==> src/rtl/inst_fetch_ctrl.sv <==
// Instruction fetch controller: single-outstanding SRAM-like bus master feeding the IF/ID register.
// Handles redirect cancellation, a one-entry hold buffer for ID stalls, and misaligned-PC (AdEL) delivery.
module inst_fetch_ctrl #(
    parameter int                ADDR_W   = 32,
    parameter int                INST_W   = 32,
    parameter logic [ADDR_W-1:0] RESET_PC = 32'hBFC0_0000
) (
    input  logic              clk,
    input  logic              rst,
    input  logic [ADDR_W-1:0] pc_addr,
    input  logic              flush,
    input  logic              id_stall,
    output logic              fetch_stall,
    output logic              inst_req,
    output logic [ADDR_W-1:0] inst_addr,
    input  logic              inst_addr_ok,
    input  logic              inst_data_ok,
    input  logic [INST_W-1:0] inst_rdata,
    output logic              id_valid,
    output logic [ADDR_W-1:0] id_pc,
    output logic [INST_W-1:0] id_inst,
    output logic              id_adel
);

    typedef enum logic [1:0] {S_IDLE, S_REQ, S_WAIT, S_HOLD} state_t;

    state_t            state_q, state_d;
    logic              cancel_q, cancel_d;
    logic              lat_q, lat_d;
    logic [ADDR_W-1:0] req_addr_q, req_addr_d;
    logic [INST_W-1:0] hold_inst_q, hold_inst_d;
    logic              id_valid_q, id_valid_d;
    logic [ADDR_W-1:0] id_pc_q, id_pc_d;
    logic [INST_W-1:0] id_inst_q, id_inst_d;
    logic              id_adel_q, id_adel_d;

    logic              accept;
    logic              req_o;
    logic [ADDR_W-1:0] acc_pc;
    logic [INST_W-1:0] acc_inst;
    logic              acc_adel;
    logic [ADDR_W-1:0] cur_addr;

    // The first REQ cycle samples pc_addr live; afterwards the latched copy keeps the bus stable.
    assign cur_addr = lat_q ? req_addr_q : pc_addr;

    always_comb begin
        state_d     = state_q;
        cancel_d    = cancel_q;
        lat_d       = lat_q;
        req_addr_d  = req_addr_q;
        hold_inst_d = hold_inst_q;
        accept      = 1'b0;
        req_o       = 1'b0;
        acc_pc      = req_addr_q;
        acc_inst    = '0;
        acc_adel    = 1'b0;
        case (state_q)
            S_IDLE: begin
                state_d  = S_REQ;
                lat_d    = 1'b0;
                cancel_d = 1'b0;
            end
            S_REQ: begin
                if (!lat_q && cur_addr[1:0] != 2'b00) begin
                    acc_pc   = cur_addr;
                    acc_adel = 1'b1;
                    accept   = !flush && !id_stall;
                    lat_d    = 1'b0;
                end else begin
                    req_o      = 1'b1;
                    req_addr_d = cur_addr;
                    lat_d      = 1'b1;
                    if (flush)        cancel_d = 1'b1;
                    if (inst_addr_ok) state_d  = S_WAIT;
                end
            end
            S_WAIT: begin
                if (flush) cancel_d = 1'b1;
                if (inst_data_ok) begin
                    if (cancel_q || flush) begin
                        // The outstanding response is consumed here, so the cancel is spent.
                        cancel_d = 1'b0;
                        state_d  = S_REQ;
                        lat_d    = 1'b0;
                    end else if (!id_stall) begin
                        accept   = 1'b1;
                        acc_inst = inst_rdata;
                        state_d  = S_REQ;
                        lat_d    = 1'b0;
                    end else begin
                        hold_inst_d = inst_rdata;
                        state_d     = S_HOLD;
                    end
                end
            end
            S_HOLD: begin
                if (flush) begin
                    state_d = S_REQ;
                    lat_d   = 1'b0;
                end else if (!id_stall) begin
                    accept   = 1'b1;
                    acc_inst = hold_inst_q;
                    state_d  = S_REQ;
                    lat_d    = 1'b0;
                end
            end
            default: state_d = S_IDLE;
        endcase
    end

    always_comb begin
        id_valid_d = id_valid_q;
        id_pc_d    = id_pc_q;
        id_inst_d  = id_inst_q;
        id_adel_d  = id_adel_q;
        if (flush) begin
            id_valid_d = 1'b0;
            id_adel_d  = 1'b0;
        end else if (accept) begin
            id_valid_d = 1'b1;
            id_pc_d    = acc_pc;
            id_inst_d  = acc_inst;
            id_adel_d  = acc_adel;
        end else if (!id_stall) begin
            id_valid_d = 1'b0;
        end
    end

    always_ff @(posedge clk) begin
        if (rst) begin
            state_q     <= S_IDLE;
            cancel_q    <= 1'b0;
            lat_q       <= 1'b0;
            req_addr_q  <= '0;
            hold_inst_q <= '0;
            id_valid_q  <= 1'b0;
            id_pc_q     <= RESET_PC;
            id_inst_q   <= '0;
            id_adel_q   <= 1'b0;
        end else begin
            state_q     <= state_d;
            cancel_q    <= cancel_d;
            lat_q       <= lat_d;
            req_addr_q  <= req_addr_d;
            hold_inst_q <= hold_inst_d;
            id_valid_q  <= id_valid_d;
            id_pc_q     <= id_pc_d;
            id_inst_q   <= id_inst_d;
            id_adel_q   <= id_adel_d;
        end
    end

    assign inst_req    = req_o && !rst;
    assign inst_addr   = (req_o && !rst) ? cur_addr : '0;
    assign fetch_stall = !(accept && !rst);
    assign id_valid    = id_valid_q;
    assign id_pc       = id_pc_q;
    assign id_inst     = id_inst_q;
    assign id_adel     = id_adel_q;

endmodule

==> config.mk <==
export PLATFORM = sky130hd
export DESIGN_NAME = inst_fetch_ctrl
export DESIGN_NICKNAME = d
export VERILOG_FILES = /design/src/rtl/inst_fetch_ctrl.sv
export SDC_FILE = /design/constraint.sdc
export NUM_CORES = 1
export LEC_CHECK = 0
export CELL_PAD_IN_SITES_DETAIL_PLACEMENT = 0
export CELL_PAD_IN_SITES_GLOBAL_PLACEMENT = 2
export CORE_AREA = 2 2 144 146
export CTS_CLUSTER_DIAMETER = 200
export DETAILED_ROUTE_END_ITERATION = 16
export DIE_AREA = 0 0 146 148
export PLACE_DENSITY = 0.86
export SLEW_MARGIN = 20
export SYNTH_ARGS = -nofsm -noshare
export SYNTH_HDL_FRONTEND = slang
export SYNTH_SLANG_ARGS = --single-unit
==> constraint.sdc <==
create_clock -name clk -period 5.9 [get_ports clk]
set_input_delay 1.475 -clock clk [delete_from_list [all_inputs] [get_ports clk]]
set_output_delay 1.475 -clock clk [all_outputs]
set_load 0.1 [all_outputs]
After elaboration in Yosys (flattened, before gate mapping)
Cells that the tools add are included.
{ "totals": {"reg_bits": 134, "in_bits": 70, "out_inout_bits": 100} }
{ "op_classes": {"eq_ne": 8, "n_mux": 39, "bitwise_logic": 3, "reduce_logical": 19} }
{ "ops": {"columns": ["cell", "count"], "rows": [
  ["two-way mux 32 bit", 8],
  ["one-hot mux 32 bit (2 select lines)", 1],
  ["two-way mux 1 bit", 19],
  ["two-way mux 2 bit", 7],
  ["one-hot mux 2 bit (4 select lines)", 1],
  ["AND reduction 4 bit", 2],
  ["!= test 2 bit, second input constant", 3],
  ["one-hot mux 1 bit (3 select lines)", 2],
  ["AND reduction 2 bit", 3],
  ["logical NOT 1 bit", 5],
  ["== test 2 bit, second input constant", 2],
  ["logical AND 1 bit", 4],
  ["one-hot mux 1 bit (4 select lines)", 1],
  ["!= test 3 bit, second input constant", 1],
  ["NOT 1 bit", 3],
  ["nonzero test 3 bit", 1],
  ["== test 2 x 1 -> 1 bit, second input constant", 1],
  ["logical NOT 2 bit", 1],
  ["!= test 2 x 1 -> 1 bit, second input constant", 1],
  ["nonzero test 2 bit", 1],
  ["OR reduction 2 bit", 1],
  ["logical OR 1 bit", 1]
]} }

Depth between registers and ports, before layout
{ "depth": {"depth_word": 7, "ltp_mapped": 8} }

Worst setup path before layout
OpenSTA, ideal clock, no wires.
{ "synth_timing": {"kind": "input to output", "from": "input pc_addr[0]", "to": "output inst_addr[10]", "arrival_time_ps": 3391, "slack_ps": 1034, "path_stages": 5, "n_path_buf": 1, "cell_sequence": "nor2_2 -> o21ai_0 -> nand2b_1 -> clkbuf_1 -> nor2_1"} }
{ "synth_between": {"elab_chain_len": 7} }
{ "synth_lines": {"columns": ["item", "line", "source"], "rows": [
  ["from (decl)", "10", "input logic [ADDR_W-1:0] pc_addr,"],
  ["two-way mux 32 bit", "45", "assign cur_addr = lat_q ? req_addr_q : pc_addr;"],
  ["nonzero test 2 bit", "65", "if (!lat_q && cur_addr[1:0] != 2'b00) begin"],
  ["logical AND 1 bit", "65", null],
  ["two-way mux 1 bit", "65", null],
  ["two-way mux 1 bit", "58", "case (state_q)"],
  ["logical AND 1 bit", "155", "assign inst_addr = (req_o && !rst) ? cur_addr : '0;"],
  ["two-way mux 32 bit", "155", null],
  ["to (decl)", "15", "output logic [ADDR_W-1:0] inst_addr,"]
]} }
Every way passes these cells.

Final worst setup path
{ "layout_timing": {"from": "input pc_addr[0]", "to": "output inst_addr[19]"} }
The elaborated chain is that of the path after synthesis.

==> summary.md <==
| Metric | Value |
|---|---|
| # hold bufs at CTS | `0` |
| Gate family responsible for the most delay along the worst path | `buffers and inverters` |
| Final core utilization | `42.6%` |
| Maximum achievable frequency | `196 MHz` |
| Slowest stage delay, CP | `0.54 ns` |
| Net switching power figure | `0.000931 W` |
| Site Rows | `52` |
| H-tree Lvls | `4` |
| Vertical extent of the die | `roughly 150 um` |
| Time the worst path needs with I/O delays and setup | `~5.1 ns` |
| Via total after detailed routing | `about 5,500` |
| Synthesized area | `5750 sq um` |
| Critical path fanouts, max | `17` |
| Root Buffer | `clkbuf_16` |
| Number of buffers on the longest clock path | `2` |
| Library cell occupying the most area in the post-synthesis netlist | `dfxtp_1` |
| IO Port Bufs | `169` |
| Power, Total | `0.00262 W` |
| Die width | `roughly 150 um` |
| Area growth from synthesis to layout | `48.5%` |
| Library cells used by synthesis | `32` |
| Endpoint of the worst register-to-register path | `id_pc[13]` |
| Destination of the critical timing path | `inst_addr[19]` |
| Post-route fraction of the period consumed by the critical path | `86.6%` |
| Clock power share | `between 30% and 40%` |
| Worst EP required | `4.43 ns` |
| Initial Utilization | `roughly 29%` |
| Last weighted congestion value of the routability-driven placer | `approximately 0.75` |
| Synth top cells by count | `195 x nand2_1, 134 x dfxtp_1, 90 x a21oi_1` |
| Clock-pin slew on the worst setup and hold paths | `roughly 0.060 ns` |
| Detailed-route wire length per cell | `roughly 17 um` |
| Syn. warnings | `0` |
| Wire length of the first global-routing pass | `29,900 um` |
| Worst slew slack as a fraction of its limit | `29.4%` |
| Total clock buffers created by CTS | `17` |
| Max Transition Viols Final | `0` |
| Clock insertion delay at the later pin of the skew report | `0.42 ns` |
| Setup Buffers After CTS | `0` |
| Class of the most critical setup path | `input pin to output port` |
| Setup crit start | `pc_addr[0]` |
| Post-route antenna net violation count | `0` |
| Pre-Repair DR Iteration Count | `4` |
| Synth top area cells | `dfxtp_1 47%, nand2_1 13%, a21oi_1 7.8%` |
| Overall routed net length | `18,800 um` |
| Sequential share of the synthesized area | `46.7%` |
| Endpoint class of the critical path | `output port` |
| Final-report hold violation count | `0` |
| Final design area excluding fillers | `8540 sq um` |
| Layout cells sized above 1 | `10.8%` |
| Worst Hold Class | `register to register` |
| Detailed-placement wirelength estimate | `11,800 um` |
| Crit path depth | `7` |
| Count of max-cap constraint violations | `0` |
| Most used standard cell by instance count after synthesis | `nand2_1` |
| CP startpoint kind | `input pin` |
| Remaining routing DRC violations | `0` |
| Share of total power consumed by net switching | `35.6%` |
| Maximum ir drop on the vdd rail | `189 uV` |
| Number of cells on the worst reg-to-reg path | `7` |
| Fin Clk Skew | `0.0128 ns` |
| Buf+Inv Stages, Crit Path | `3` |
| Total global-route track usage | `~17%` |
| Total power density per cell area | `306 nW/um^2` |
| DIE AREA | `roughly 22,000 sq um` |
| Internal power contribution | `0.00169 W` |
| CTS resizes | `0` |
| Synthesized Nets | `769` |
| RSZ-0062 raised after global routing | `false` |
| Worst reg2reg startpoint | `lat_q` |
| Number of global-route vias before repair | `5,308` |
| Signal arrival time at the worst endpoint | `3.64 ns` |
| Leakage power | `roughly 2.7 nW` |
| Worst-margin pin slew | `1.06 ns` |
| Initial DRC Count | `300` |
| Average cell area after synthesis | `8.28 sq um` |
| Number of synthesized register bits | `roughly 130` |
| Maximum number of pins on one net before global-route repair | `84` |
| Most frequently used flop master after synthesis | `dfxtp_1` |
| Antenna violations before repair | `0` |
| Io pins | `170` |
| Post-synth ARST share | `0%` |
| Sum of negative setup slack | `0 ns` |
| Nets@finish | `911` |
| Crit-path slowest cell | `nand2b_1` |
| Synthesized instance count | `roughly 700` |
| Count of endpoints failing setup in the final report | `0` |
| Placed cell areas | `7980 sq um` |
| Via-to-Cell Ratio | `4.88` |
| Number of enable flip-flop cells after synthesis | `0` |
| Antenna cell count | `0` |
| Clock tree from TritonCTS | `yes` |
| Core Box Area | `20,000 sq um` |
| Combinational Power Share | `24.4%` |
| Post-synth top area share | `a little under half` |
| Slack of the worst reg-to-reg path | `between 3 and 4 ns` |
| Status | `complete, no violations` |
| Total number of clock tree sinks | `about 130` |
| Congestion Overflow GR | `0` |
| Crit path cell chain | `clkdlybuf4s50_1, nor2_2, o21ai_0, nand2b_1, buf_4, nor2_1, buf_12` |
| Sequential share of power | `37.0%` |
==> metrics by stage <==
step	hold WS, ns	instances	worst slack [ns]
floorplan	0.437	694	1.03
global placement	0.442	1087	0.832
detailed placement	0.445	1087	0.770
CTS	0.455	1119	0.747
global route	0.472	1119	0.568
finish	0.453	1119	0.789
==> layout by cell type, fill, tap and decap left out, drive strengths merged, types with 4 or more instances in the layout <==
cell type and n:
nand3b 4, a22oi 32, mux2i 30, a21oi 90, nor2 38, a211oi 10, clkbuf 17, a311oi 24
dfxtp 134, inv 15, ha 5, nand2 195, buf 49, clkdlybuf4s50 134, a41oi 9, o2bb2ai 32
==> worst reg2reg max path, cell delays in order (launching register included) <==
cell and delay (ns):
dfxtp_2 0.31, buf_4 0.33, nand2b_1 0.29, o211ai_2 0.19, buf_4 0.42, and2_1 0.66, buf_4 0.39, a311oi_1 0.15
==> worst min path at each step <==
stage                     from         endpoint  slack (ns)  cells past startpoint
2_1_floorplan   hold_inst_q[0]   hold_inst_q[0]        0.44                      2
3_3_place_gp   hold_inst_q[31]  hold_inst_q[31]        0.44                      2
3_5_place_dp       id_inst[15]      id_inst[15]        0.45                      1
4_1_cts        hold_inst_q[30]  hold_inst_q[30]        0.46                      2
5_1_grt        hold_inst_q[19]  hold_inst_q[19]        0.47                      2
6_report       hold_inst_q[30]  hold_inst_q[30]        0.45                      2
==> state kept, by name, indices dropped and copies added (netlist names) <==
signal and flops:
hold_inst_q 32, cancel_q 1, state_q 2, id_adel 1, lat_q 1, id_inst 32
id_valid 1, id_pc 32, req_addr_q 32
==> final cells by class <==
class | instances | area [sq um]
fillers | 2047 | 11500
multi-input cells | 495 | 2830
flip-flops and latches | 134 | 2680
repair buffers | 183 | 2110
clock buffers | 17 | 425
well taps | 270 | 338
clock inverters | 15 | 133
inverters | 5 | 18.8
==> metal layers <==
metal  track usage, %  share of wire, %  wire length (um)
met5                0                 0                 0
met4             6.46               2.1               389
met3             4.14               4.8               904
met2             28.0                48              8940
met1             22.9                46              8580
==> power by group through the flow <==
stage / Clock [W] / Combinational [W] / Sequential (W)
after floorplan: 0 / 0.000307 / 0.00109
after global placement: 0 / 0.000650 / 0.000986
after detailed placement: 0 / 0.000649 / 0.000986
after CTS: 0.00104 / 0.000651 / 0.000967
after global routing: 0.00107 / 0.000687 / 0.000971
final: 0.00101 / 0.000639 / 0.000967
==> cell families after synthesis <==
logic type | count (synthesis) | share of synthesized area [%]
compound gates | 205 | 24.3
fa+ha+maj | 5 | 1.09
buf+inv | 65 | 4.70
flops | 134 | 46.7
mux | 30 | 5.22
simple gates | 255 | 18.1
No activity file was read; power rests on OpenSTA's default activity.
